## src/rtl/micro_sequencer_if.sv

```systemverilog
// rtl/micro_sequencer_if.sv - MIR, memory-handshake and flag bundle between the control store/datapath and the micro-sequencer
interface micro_sequencer_if #(
    parameter int DATAWIDTH_JUMPADDRESS = 11,
    parameter int DATAWIDTH_CONDITION   = 3,
    parameter int DATAWIDTH_IR          = 32
);
    logic [DATAWIDTH_CONDITION-1:0]   MICRO_SEQUENCER_Condition_InBus;
    logic [DATAWIDTH_JUMPADDRESS-1:0] MICRO_SEQUENCER_JumpAddress_InBus;
    logic                             MICRO_SEQUENCER_RD_In;
    logic                             MICRO_SEQUENCER_WR_In;
    logic                             MICRO_SEQUENCER_MemReady_In;
    logic [DATAWIDTH_IR-1:0]          MICRO_SEQUENCER_IR_InBus;
    logic [3:0]                       MICRO_SEQUENCER_ALUFlags_InBus;
    logic                             MICRO_SEQUENCER_FlagLoad_In;
    logic [DATAWIDTH_JUMPADDRESS-1:0] MICRO_SEQUENCER_CSAddress_OutBus;
    logic [3:0]                       MICRO_SEQUENCER_PSRFlags_OutBus;
    logic                             MICRO_SEQUENCER_Stall_Out;

    // Control store / datapath side.
    modport master (
        output MICRO_SEQUENCER_Condition_InBus,
        output MICRO_SEQUENCER_JumpAddress_InBus,
        output MICRO_SEQUENCER_RD_In,
        output MICRO_SEQUENCER_WR_In,
        output MICRO_SEQUENCER_MemReady_In,
        output MICRO_SEQUENCER_IR_InBus,
        output MICRO_SEQUENCER_ALUFlags_InBus,
        output MICRO_SEQUENCER_FlagLoad_In,
        input  MICRO_SEQUENCER_CSAddress_OutBus,
        input  MICRO_SEQUENCER_PSRFlags_OutBus,
        input  MICRO_SEQUENCER_Stall_Out
    );

    // Sequencer side.
    modport slave (
        input  MICRO_SEQUENCER_Condition_InBus,
        input  MICRO_SEQUENCER_JumpAddress_InBus,
        input  MICRO_SEQUENCER_RD_In,
        input  MICRO_SEQUENCER_WR_In,
        input  MICRO_SEQUENCER_MemReady_In,
        input  MICRO_SEQUENCER_IR_InBus,
        input  MICRO_SEQUENCER_ALUFlags_InBus,
        input  MICRO_SEQUENCER_FlagLoad_In,
        output MICRO_SEQUENCER_CSAddress_OutBus,
        output MICRO_SEQUENCER_PSRFlags_OutBus,
        output MICRO_SEQUENCER_Stall_Out
    );
endinterface

```

## src/rtl/micro_sequencer.sv

```systemverilog
// rtl/micro_sequencer.sv - Microprogram counter, next-address select, PSR flags and memory stall for the ARC control store
module micro_sequencer #(
    parameter int DATAWIDTH_JUMPADDRESS = 11,
    parameter int DATAWIDTH_CONDITION   = 3,
    parameter int DATAWIDTH_IR          = 32
) (
    input  logic             MICRO_SEQUENCER_CLOCK_50,
    input  logic             MICRO_SEQUENCER_ResetInLow_In,
    micro_sequencer_if.slave bus
);
    localparam logic [DATAWIDTH_JUMPADDRESS-1:0] MPC_ONE = {{(DATAWIDTH_JUMPADDRESS-1){1'b0}}, 1'b1};

    typedef enum logic [2:0] {
        COND_NEXT   = 3'b000,
        COND_N      = 3'b001,
        COND_Z      = 3'b010,
        COND_V      = 3'b011,
        COND_C      = 3'b100,
        COND_IR13   = 3'b101,
        COND_JUMP   = 3'b110,
        COND_DECODE = 3'b111
    } cond_e;

    logic [DATAWIDTH_JUMPADDRESS-1:0] mpc_q, mpc_d;
    logic [3:0]                       psr_q, psr_d;

    logic                             stall;
    logic [DATAWIDTH_JUMPADDRESS-1:0] mpc_inc;
    logic [DATAWIDTH_JUMPADDRESS-1:0] decode_addr;
    logic                             take_jump;
    logic                             flag_n, flag_z, flag_v, flag_c;
    cond_e                            cond;

    assign flag_n = psr_q[3];
    assign flag_z = psr_q[2];
    assign flag_v = psr_q[1];
    assign flag_c = psr_q[0];

    assign cond = cond_e'(bus.MICRO_SEQUENCER_Condition_InBus);

    // Outstanding RD/WR freezes the whole block until memory acknowledges.
    assign stall = (bus.MICRO_SEQUENCER_RD_In | bus.MICRO_SEQUENCER_WR_In)
                 & ~bus.MICRO_SEQUENCER_MemReady_In;

    assign mpc_inc = mpc_q + MPC_ONE;

    // op/op3 map straight into a 4-word-aligned slot in the upper half of the store.
    assign decode_addr = {1'b1,
                          bus.MICRO_SEQUENCER_IR_InBus[31:30],
                          bus.MICRO_SEQUENCER_IR_InBus[24:19],
                          2'b00};

    // Branches test the registered PSR, so a CC-setting op cannot branch on its own result.
    always_comb begin
        take_jump = 1'b0;
        case (cond)
            COND_N:    take_jump = flag_n;
            COND_Z:    take_jump = flag_z;
            COND_V:    take_jump = flag_v;
            COND_C:    take_jump = flag_c;
            COND_IR13: take_jump = bus.MICRO_SEQUENCER_IR_InBus[13];
            COND_JUMP: take_jump = 1'b1;
            default:   take_jump = 1'b0;
        endcase
    end

    always_comb begin
        mpc_d = mpc_q;
        psr_d = psr_q;
        if (!stall) begin
            if (cond == COND_DECODE) begin
                mpc_d = decode_addr;
            end else if (take_jump) begin
                mpc_d = bus.MICRO_SEQUENCER_JumpAddress_InBus;
            end else begin
                mpc_d = mpc_inc;
            end
            if (bus.MICRO_SEQUENCER_FlagLoad_In) begin
                psr_d = bus.MICRO_SEQUENCER_ALUFlags_InBus;
            end
        end
    end

    always_ff @(posedge MICRO_SEQUENCER_CLOCK_50 or negedge MICRO_SEQUENCER_ResetInLow_In) begin
        if (!MICRO_SEQUENCER_ResetInLow_In) begin
            mpc_q <= '0;
            psr_q <= 4'b0000;
        end else begin
            mpc_q <= mpc_d;
            psr_q <= psr_d;
        end
    end

    assign bus.MICRO_SEQUENCER_CSAddress_OutBus = mpc_q;
    assign bus.MICRO_SEQUENCER_PSRFlags_OutBus  = psr_q;
    assign bus.MICRO_SEQUENCER_Stall_Out        = stall;

endmodule
```

## src/flat_wrapper.sv

```systemverilog
// flat-port wrapper written by rule: the top's interface ports become plain ports
module micro_sequencer_flat 
#(
    parameter int DATAWIDTH_JUMPADDRESS = 11,
    parameter int DATAWIDTH_CONDITION   = 3,
    parameter int DATAWIDTH_IR          = 32
)
  (MICRO_SEQUENCER_CLOCK_50, MICRO_SEQUENCER_ResetInLow_In, bus_MICRO_SEQUENCER_Condition_InBus, bus_MICRO_SEQUENCER_JumpAddress_InBus, bus_MICRO_SEQUENCER_RD_In, bus_MICRO_SEQUENCER_WR_In, bus_MICRO_SEQUENCER_MemReady_In, bus_MICRO_SEQUENCER_IR_InBus, bus_MICRO_SEQUENCER_ALUFlags_InBus, bus_MICRO_SEQUENCER_FlagLoad_In, bus_MICRO_SEQUENCER_CSAddress_OutBus, bus_MICRO_SEQUENCER_PSRFlags_OutBus, bus_MICRO_SEQUENCER_Stall_Out);
  micro_sequencer_if #(.DATAWIDTH_JUMPADDRESS(DATAWIDTH_JUMPADDRESS), .DATAWIDTH_CONDITION(DATAWIDTH_CONDITION), .DATAWIDTH_IR(DATAWIDTH_IR)) bus_i ();
  input  logic MICRO_SEQUENCER_CLOCK_50;
  input  logic MICRO_SEQUENCER_ResetInLow_In;
  input wire logic [$bits(bus_i.MICRO_SEQUENCER_Condition_InBus)-1:0] bus_MICRO_SEQUENCER_Condition_InBus;
  input wire logic [$bits(bus_i.MICRO_SEQUENCER_JumpAddress_InBus)-1:0] bus_MICRO_SEQUENCER_JumpAddress_InBus;
  input wire logic [$bits(bus_i.MICRO_SEQUENCER_RD_In)-1:0] bus_MICRO_SEQUENCER_RD_In;
  input wire logic [$bits(bus_i.MICRO_SEQUENCER_WR_In)-1:0] bus_MICRO_SEQUENCER_WR_In;
  input wire logic [$bits(bus_i.MICRO_SEQUENCER_MemReady_In)-1:0] bus_MICRO_SEQUENCER_MemReady_In;
  input wire logic [$bits(bus_i.MICRO_SEQUENCER_IR_InBus)-1:0] bus_MICRO_SEQUENCER_IR_InBus;
  input wire logic [$bits(bus_i.MICRO_SEQUENCER_ALUFlags_InBus)-1:0] bus_MICRO_SEQUENCER_ALUFlags_InBus;
  input wire logic [$bits(bus_i.MICRO_SEQUENCER_FlagLoad_In)-1:0] bus_MICRO_SEQUENCER_FlagLoad_In;
  output wire logic [$bits(bus_i.MICRO_SEQUENCER_CSAddress_OutBus)-1:0] bus_MICRO_SEQUENCER_CSAddress_OutBus;
  output wire logic [$bits(bus_i.MICRO_SEQUENCER_PSRFlags_OutBus)-1:0] bus_MICRO_SEQUENCER_PSRFlags_OutBus;
  output wire logic [$bits(bus_i.MICRO_SEQUENCER_Stall_Out)-1:0] bus_MICRO_SEQUENCER_Stall_Out;
  assign bus_i.MICRO_SEQUENCER_Condition_InBus = bus_MICRO_SEQUENCER_Condition_InBus;
  assign bus_i.MICRO_SEQUENCER_JumpAddress_InBus = bus_MICRO_SEQUENCER_JumpAddress_InBus;
  assign bus_i.MICRO_SEQUENCER_RD_In = bus_MICRO_SEQUENCER_RD_In;
  assign bus_i.MICRO_SEQUENCER_WR_In = bus_MICRO_SEQUENCER_WR_In;
  assign bus_i.MICRO_SEQUENCER_MemReady_In = bus_MICRO_SEQUENCER_MemReady_In;
  assign bus_i.MICRO_SEQUENCER_IR_InBus = bus_MICRO_SEQUENCER_IR_InBus;
  assign bus_i.MICRO_SEQUENCER_ALUFlags_InBus = bus_MICRO_SEQUENCER_ALUFlags_InBus;
  assign bus_i.MICRO_SEQUENCER_FlagLoad_In = bus_MICRO_SEQUENCER_FlagLoad_In;
  assign bus_MICRO_SEQUENCER_CSAddress_OutBus = bus_i.MICRO_SEQUENCER_CSAddress_OutBus;
  assign bus_MICRO_SEQUENCER_PSRFlags_OutBus = bus_i.MICRO_SEQUENCER_PSRFlags_OutBus;
  assign bus_MICRO_SEQUENCER_Stall_Out = bus_i.MICRO_SEQUENCER_Stall_Out;
  micro_sequencer #(.DATAWIDTH_JUMPADDRESS(DATAWIDTH_JUMPADDRESS), .DATAWIDTH_CONDITION(DATAWIDTH_CONDITION), .DATAWIDTH_IR(DATAWIDTH_IR)) u_core (.MICRO_SEQUENCER_CLOCK_50(MICRO_SEQUENCER_CLOCK_50), .MICRO_SEQUENCER_ResetInLow_In(MICRO_SEQUENCER_ResetInLow_In), .bus(bus_i));
endmodule
```

## config.mk

```make
export PLATFORM = sky130hd
export DESIGN_NAME = micro_sequencer_flat
export DESIGN_NICKNAME = d
export VERILOG_FILES = /design/src/rtl/micro_sequencer_if.sv /design/src/rtl/micro_sequencer.sv /design/src/flat_wrapper.sv
export SDC_FILE = /design/constraint.sdc
export NUM_CORES = 1
export LEC_CHECK = 0
export CORE_UTILIZATION = 35
export CTS_BUF_LIST = sky130_fd_sc_hd__clkbuf_2
export DETAILED_ROUTE_END_ITERATION = 6
export PLACE_DENSITY = 0.92
export SLEW_MARGIN = 5
export SYNTH_ARGS = -nofsm -noshare
export SYNTH_HDL_FRONTEND = slang
export SYNTH_SLANG_ARGS = --single-unit
```

## constraint.sdc

```tcl
create_clock -name MICRO_SEQUENCER_CLOCK_50 -period 1.9 [get_ports MICRO_SEQUENCER_CLOCK_50]
set_input_delay 0.475 -clock MICRO_SEQUENCER_CLOCK_50 [delete_from_list [all_inputs] [get_ports MICRO_SEQUENCER_CLOCK_50]]
set_output_delay 0.475 -clock MICRO_SEQUENCER_CLOCK_50 [all_outputs]
set_load 0.1 [all_outputs]
```

Word-level counts from Yosys, hierarchy flattened --
Cells that the tools add are included.
Storage, ports and cells: bits in registers 15, input bits 56, output and inout port bits 16, word-level logic and storage cells 18
Cells by class: $add $sub $neg 1, equality and inequality tests 7, mux-type cells 3, bitwise logic cells 4, reduce and logical (&&, ||, !) cells 1
Operator list (number):
- 2-to-1 mux 11 bit | 2
- == test 3 bit, second input constant | 4
- adder 11 x 1 -> 11 bit, second input constant | 1
- == test 3 x 2 -> 1 bit, second input constant | 2
- case mux 1 bit (6 select lines) | 1
- == test 3 x 1 -> 1 bit, second input constant | 1
- inverter 1 bit | 2
- AND reduction 2 bit | 1
- bitwise AND 1 bit | 1
- OR 1 bit | 1

Longest topological paths before layout --
Gate-level depths: netlist of run 1.
depth in word-level cells 4, depth in mapped cells 6, mapped depth without buffers 6

Worst setup path before layout of run 1 --
No wires, ideal clock.
path type input to output, start in bus_MICRO_SEQUENCER_MemReady_In, end out bus_MICRO_SEQUENCER_Stall_Out, arrival 1.802 ns, data required time 1.425 ns, setup slack -0.377 ns, stages 3, buffers on the path 1, path through o21bai_1 -> inv_1 -> clkbuf_1
Between the ends: word-level cells in the longest chain between the ends 2
RTL lines:
- start: declaration | RTL line flat_wrapper.sv:16 | input wire logic [$bits(bus_i.MICRO_SEQUENCER_MemReady_In)-1:0] bus_MICRO_SEQUENCER_MemReady_In;
- inverter 1 bit | RTL line micro_sequencer.sv:43 | & ~bus.MICRO_SEQUENCER_MemReady_In;
- bitwise AND 1 bit | RTL line micro_sequencer.sv:43
- end: declaration | RTL line flat_wrapper.sv:22 | output wire logic [$bits(bus_i.MICRO_SEQUENCER_Stall_Out)-1:0] bus_MICRO_SEQUENCER_Stall_Out;
No other way between the ends.

Worst setup path after layout of run 1 --
start in bus_MICRO_SEQUENCER_WR_In, end out bus_MICRO_SEQUENCER_Stall_Out
Between the ends: word-level cells in the longest chain between the ends 2
RTL lines:
- start: declaration | RTL line flat_wrapper.sv:15 | input wire logic [$bits(bus_i.MICRO_SEQUENCER_WR_In)-1:0] bus_MICRO_SEQUENCER_WR_In;
- OR 1 bit | RTL line micro_sequencer.sv:42 | assign stall = (bus.MICRO_SEQUENCER_RD_In | bus.MICRO_SEQUENCER_WR_In)
- bitwise AND 1 bit | RTL line micro_sequencer.sv:43
No other way between the ends.

==> run_results.csv, run 1 <==
group,metric,value,unit
power,p_leak,0.741,nW
critical_path,endpoint_kind,"primary output",
floorplanning,start_util,37.9,%
cells_and_area,antenna_cells,0,
logic_synthesis,seq_area_frac_synth,39.3,%
floorplanning,fp.dieH,54.3,µm
floorplanning,pin_count,72,
global_routing,grt_max_degree,16,
clock_tree,cts_root_buf,"clkbuf_2",
cells_and_area,syn_to_final_growth,82.2,%
sta,rsz0062_at_grt,"false",
clock_tree,path_clk_slew,150,ps
critical_path,critPathBufInv,3,
min_path,hp-class,"in2async",
drt,ant_nets,0,
place,dpl_worst_slack,-234,ps
power,combPwrFrac,62.7,%
critical_path,critPathMaxStageDelay,430,ps
power,p_per_area,1060,mW/mm²
sta,setup_violations,0,
run,drv_cap,0,
drt,drt_iter0_drc,11,
drt,drc,0,
power,p_int,0.911,mW
critical_path,critPathKind,"in2out",
logic_synthesis,synth_area,956,µm²
drt,drt-wirelength-per-cell,14.7,µm
critical_path,slowest_stage,"clkdlybuf4s50_1",
logic_synthesis,syn_inst,95,
cells_and_area,finalNetCount,212,
drt,vias,962,
clock_tree,cts_made_buffers,3,
sta,period_share,97.6,%
power,p_sw_share,50.8,%
critical_path,cp_max_fo,4,
place,place_inst,180,
logic_synthesis,synth.avg_cell_area,10.1,µm²
place,portBuffers,48,
floorplanning,die_area,0.00294,mm²
cells_and_area,drive_above_1_share,31.8,%
logic_synthesis,yosys_warnings,0,
clock_tree,clockBufferDepth,2,
power,vdd.ir_drop.worst,0.808,mV
logic_synthesis,async_flop_share,100,%
place,gp_congestion,0.790,
clock_tree,cts_tree,"yes",
sta,finalHoldViolCount,0,
drt,drt-total-wl,2.70,mm
logic_synthesis,ys_seq_elements,15,
logic_synthesis,synth-edff-count,0,
global_routing,grtUsageTotal,22.3,%
place,post-dp-hpwl,2.28,mm
critical_path,cp_top_family,"buffers and inverters",
floorplanning,coreArea,0.00252,mm²
power,p_seq_share,28.8,%
logic_synthesis,yosys.cell_types.count,30,
clock_tree,h-tree-depth,1,
clock_tree,clock-sinks,15,
logic_synthesis,syn-num-nets,152,
global_routing,grt_pass1_vias,1041,
sta,clock_skew,5.73,ps
floorplanning,die_x,54.3,µm
sta,fin_ws,46.4,ps
critical_path,crit_arrival,1380,ps
sta,max_slew_margin,66.9,%
floorplanning,fp-row-count,18,
critical_path,path_cells,"clkdlybuf4s50_1 > o21bai_2 > inv_2 > buf_12",
global_routing,antenna_found_initial,0,
critical_path,r2r_slack,340,ps
sta,fmax,540,MHz
critical_path,cp.required,1420,ps
sta,worst_slew_pin_slew,495,ps
drt,drt_pre_antenna_iters,5,
critical_path,start_kind,"input pin",
sta,period_needed,1850,ps
logic_synthesis,ys.flop_type,"dfrtp_1",
power,switchingPower,0.941,mW
drt,viasPerCell,5.23,
outcome,status,"completed",
global_routing,grt.overflow.total,0,
cells_and_area,fin_cells,184,
sta,final_max_slew_viol_count,0,
clock_tree,worst_skew_pair.late_latency,300,ps
global_routing,grt_pass1_wl,4.51,mm
power,power.share.clock,8.5,%
==> cells in the final DEF (no fill, tap or decap), drive strengths merged, types with 3 or more instances in the layout <==
cell / instances
dfrtp: 15
xor2: 3
a22oi: 7
inv: 4
clkbuf: 3
mux2i: 11
clkdlybuf4s50: 31
xnor2: 5
nand3: 4
o21ai: 7
nor2: 7
nand2: 6
mux2: 4
buf: 25
==> final timing paths <==
| kind | startpoint | cells after the start | to |
|---|---|---|---|
| hold reg to reg | u_core.bus.MICRO_SEQUENCER_PSRFlags_OutBus[2]$_DFFE_PN0P_ | 1 | u_core.bus.MICRO_SEQUENCER_PSRFlags_OutBus[2]$_DFFE_PN0P_ |
| setup / recovery | bus_MICRO_SEQUENCER_WR_In | 4 | bus_MICRO_SEQUENCER_Stall_Out |
| max in group asynchronous | MICRO_SEQUENCER_ResetInLow_In | 2 | u_core.bus.MICRO_SEQUENCER_CSAddress_OutBus[4]$_DFFE_PN0N_ |
| min in group MICRO_SEQUENCER_CLOCK_50 | u_core.bus.MICRO_SEQUENCER_PSRFlags_OutBus[2]$_DFFE_PN0P_ | 1 | u_core.bus.MICRO_SEQUENCER_PSRFlags_OutBus[2]$_DFFE_PN0P_ |
| setup reg to reg | u_core.bus.MICRO_SEQUENCER_CSAddress_OutBus[1]$_DFFE_PN0N_ | 6 | u_core.bus.MICRO_SEQUENCER_CSAddress_OutBus[10]$_DFFE_PN0N_ |
| hold / removal | MICRO_SEQUENCER_ResetInLow_In | 2 | u_core.bus.MICRO_SEQUENCER_PSRFlags_OutBus[0]$_DFFE_PN0P_ |
==> power groups by stage <==
stage	logic, mW	registers [mW]	clock network, mW
6_report	1.16	0.533	0.158
5_1_grt	1.21	0.546	0.177
4_1_cts	1.17	0.534	0.160
3_5_place_dp	1.17	0.540	0
3_3_place_gp	1.14	0.532	0
2_1_floorplan	0.223	0.981	0
==> registers in the layout (all words and copies together) (netlist names) <==
signal,flops
u_core.bus.MICRO_SEQUENCER_CSAddress_OutBus,11
u_core.bus.MICRO_SEQUENCER_PSRFlags_OutBus,4
==> layer usage <==
metal	share of wire, %	GRT usage (%)	vias to the layer above
met5	0	0	-
met4	2.1	12.4	0
met3	6.6	4.72	4
met2	53	40.7	44
met1	38	23.6	446
li1	-	-	468
==> metrics by stage <==
step / utilization [%] / instance area (µm²) / total power, mW / hold WS [ps] / TNS (ps)
detailed placement: 68.0 / 1720 / 1.71 / 564 / -2290
floorplan: - / 970 / 1.20 / 179 / 0
global placement: 68.0 / 1720 / 1.67 / 558 / -1160
finish: 69.0 / 1740 / 1.85 / 472 / 0
global route: 69.0 / 1740 / 1.93 / 484 / 0
CTS: 68.9 / 1740 / 1.86 / 485 / 0
==> cells by family (layout without fill, tap and decap cells) <==
group                      Yosys count  after routing  synth area share, %
muxes                               15             15                 16.2
buffers and inverters                6             65                 2.75
and+or+nand+nor                     27             27                 16.9
DFF                                 15             15                 39.3
AOI/OAI and AO/OA                   23             23                 16.2
adders and majority gates            1              1                 1.31
xor gates and xnor gates             8              8                 7.33
==> layout make-up <==
| type | count | area, µm² |
|---|---|---|
| Multi-Input combinational cell | 74 | 558 |
| Fill cell | 191 | 781 |
| Inverter | 4 | 15.0 |
| Clock inverter | 1 | 5.00 |
| Timing Repair Buffer | 57 | 723 |
| Tap cell | 30 | 37.5 |
| Sequential cell | 15 | 388 |
| Clock buffer | 3 | 15.0 |
==> timing repair <==
action                     in CTS  in global routing
setup buffers                   0                  0
setup endpoints to repair       1                  3
resized for setup               2                  1
hold buffers                    0                  0
==> Yosys cell counts, drive strengths merged (3+ instances only) <==
cell / count / area [µm²]
dfrtp: 15 / 375
mux2i: 11 / 110
a22oi: 7 / 52.6
nor2: 7 / 26.3
o21ai: 7 / 35.0
nand2: 6 / 25.0
xnor2: 5 / 43.8
inv: 4 / 15.0
mux2: 4 / 45.0
nand3: 4 / 32.5
xor2: 3 / 26.3
Note: power is estimated with default switching activity, not from simulation.
==> inputs of run 2 (changes only) <==
CELL_PAD_IN_SITES_DETAIL_PLACEMENT = 1   (was unset)
CELL_PAD_IN_SITES_GLOBAL_PLACEMENT = 1   (was unset)
CORE_UTILIZATION = 26   (was 35)
PLACE_DENSITY = 0.95   (was 0.92)
clock period = 2.2 ns   (was 1.9 ns; I/O delays follow)
==> run 2 against run 1 <==
Compared with the run above:
- flip-flop and latch count is the same
- clock power fell by 6%
- setup slack better by 140 ps
- via count grew 0.52%
- critical path type unchanged
- global-route usage fell by 5.2 points
- power fell by 22%
- cell count up 7.1%
- clock skew rose by 10 ps
- critical endpoint unchanged
- core utilization decreased by 24 points
==> run_results.csv, run 2 (same netlist as run 1, synthesis figures left out) <==
group,metric,value,unit
outcome,status,"completed",
clock_tree,clock-sinks,15,
cells_and_area,multi_input_area,554,µm²
floorplanning,coreArea,0.00342,mm²
floorplanning,die_x,62.6,µm
clock_tree,cts_root_buf,"clkbuf_2",
cells_and_area,utilization,44.9,%
cells_and_area,drive_above_1_share,22.5,%
cells_and_area,layout_common_cells,"clkdlybuf4s50_1, buf_4, dfrtp_1",
sta,worst_slew_pin_slew,729,ps
sta,final_max_slew_viol_count,0,
critical_path,slowest_stage,"clkdlybuf4s50_1",
critical_path,cp.required,1650,ps
sta,fin_ws,189,ps
drt,drt_pre_antenna_iters,4,
sta,finalHoldViolCount,0,
critical_path,crit_arrival,1460,ps
place,place_inst,193,
place,dpl_worst_slack,-52.8,ps
cells_and_area,largest_reg_flops,11,
critical_path,start_kind,"input pin",
place,portBuffers,48,
critical_path,cp_top_family,"buffers and inverters",
global_routing,grt_pass1_vias,1068,
sta,period_share,91.4,%
global_routing,grtUsageTotal,17.2,%
floorplanning,die_area,0.00392,mm²
sta,fmax,497,MHz
clock_tree,clockBufferDepth,2,
place,post-dp-hpwl,2.64,mm
cells_and_area,regArea,375,µm²
global_routing,antenna_found_initial,0,
cells_and_area,finalNetCount,209,
clock_tree,hold_buffers,0,
sta,tns,0,ps
cells_and_area,antenna_cells,0,
clock_tree,cts_resized,0,
drt,drc,0,
critical_path,critPathMaxStageDelay,390,ps
sta,rsz0062_at_grt,"false",
clock_tree,worst_skew_pair.late_latency,320,ps
global_routing,use_met3,2.01,%
drt,vias,967,
clock_tree,cts_made_buffers,3,
floorplanning,start_util,28.0,%
clock_tree,path_clk_slew,180,ps
critical_path,critPathKind,"in2out",
floorplanning,fp.dieH,62.6,µm
global_routing,grt.met2_usage,30.6,%
floorplanning,pin_count,72,
global_routing,top_usage_layer,"met2",
drt,drt-wirelength-per-cell,16.2,µm
critical_path,endpoint_kind,"primary output",
critical_path,cp_max_fo,3,
cells_and_area,fin_cells,197,
drt,ant_nets,0,
clock_tree,h-tree-depth,1,
power,p_per_area,937,mW/mm²
sta,max_slew_margin,51.2,%
critical_path,r2r_slack,580,ps
global_routing,use_met1,18.9,%
drt,drt-total-wl,3.19,mm
cells_and_area,n_fill_cell,398,
clock_tree,cts_tree,"yes",
place,gp_congestion,0.814,
clock_tree,post-cts-setup-buffer-count,0,
global_routing,grt_pass1_wl,5.16,mm
global_routing,grt_max_degree,16,
power,vdd.ir_drop.worst,0.392,mV
cells_and_area,syn_to_final_growth,60.3,%
power,p_leak,0.662,nW
sta,clock_skew,16.1,ps
run,drv_cap,0,
cells_and_area,layout_commonest_cell,"clkdlybuf4s50_1",
critical_path,path_cells,"clkdlybuf4s50_1 > o21bai_1 > inv_1 > buf_12",
critical_path,critPathBufInv,3,
sta,period_needed,2010,ps
power,power.total,1.44,mW
floorplanning,fp-row-count,21,
min_path,hp-class,"reg2reg",
drt,viasPerCell,4.91,
drt,drt_iter0_drc,24,
global_routing,grt.overflow.total,0,
sta,setup_violations,0,
[run 2: path summary, 6_finish.rpt]
kind                                                                       startpoint                                                          to  cells past startpoint
min reg2reg                 u_core.bus.MICRO_SEQUENCER_PSRFlags_OutBus[3]$_DFFE_PN0P_   u_core.bus.MICRO_SEQUENCER_PSRFlags_OutBus[3]$_DFFE_PN0P_                      1
min                         u_core.bus.MICRO_SEQUENCER_PSRFlags_OutBus[3]$_DFFE_PN0P_   u_core.bus.MICRO_SEQUENCER_PSRFlags_OutBus[3]$_DFFE_PN0P_                      1
max                                                   bus_MICRO_SEQUENCER_MemReady_In                               bus_MICRO_SEQUENCER_Stall_Out                      4
max in group asynchronous                               MICRO_SEQUENCER_ResetInLow_In  u_core.bus.MICRO_SEQUENCER_CSAddress_OutBus[2]$_DFFE_PN0N_                      1
max reg2reg                u_core.bus.MICRO_SEQUENCER_CSAddress_OutBus[2]$_DFFE_PN0N_  u_core.bus.MICRO_SEQUENCER_CSAddress_OutBus[9]$_DFFE_PN0N_                      5
min in group asynchronous                               MICRO_SEQUENCER_ResetInLow_In  u_core.bus.MICRO_SEQUENCER_CSAddress_OutBus[7]$_DFFE_PN0N_                      1
[run 2: routing by layer]
metal | part of all wire (%) | vias up
met4 | 2.6 | 0
met2 | 53 | 23
li1 | - | 466
met1 | 40 | 471
met5 | 0 | -
met3 | 3.7 | 7
[run 2: power breakdown]
part	leakage, nW	internal, mW	switching [mW]
Combinational	0.468	0.259	0.607
Clock	0.0164	0.0411	0.106
Sequential	0.179	0.333	0.0889
[run 2: cell type report]
cell class / instances / share of cell area (%)
multi-input combinational: 74 / 36.2
clock inverter: 1 / 0.327
tap: 46 / 3.76
sequential: 15 / 24.5
inverter: 4 / 0.980
timing repair buffer: 54 / 33.3
clock buffer: 3 / 0.980
[run 2: through the flow]
step | hold slack (ps) | cell area (µm²)
floorplan | 254 | 957
global placement | 522 | 1510
detailed placement | 528 | 1510
CTS | 565 | 1530
global route | 599 | 1530
finish | 564 | 1530
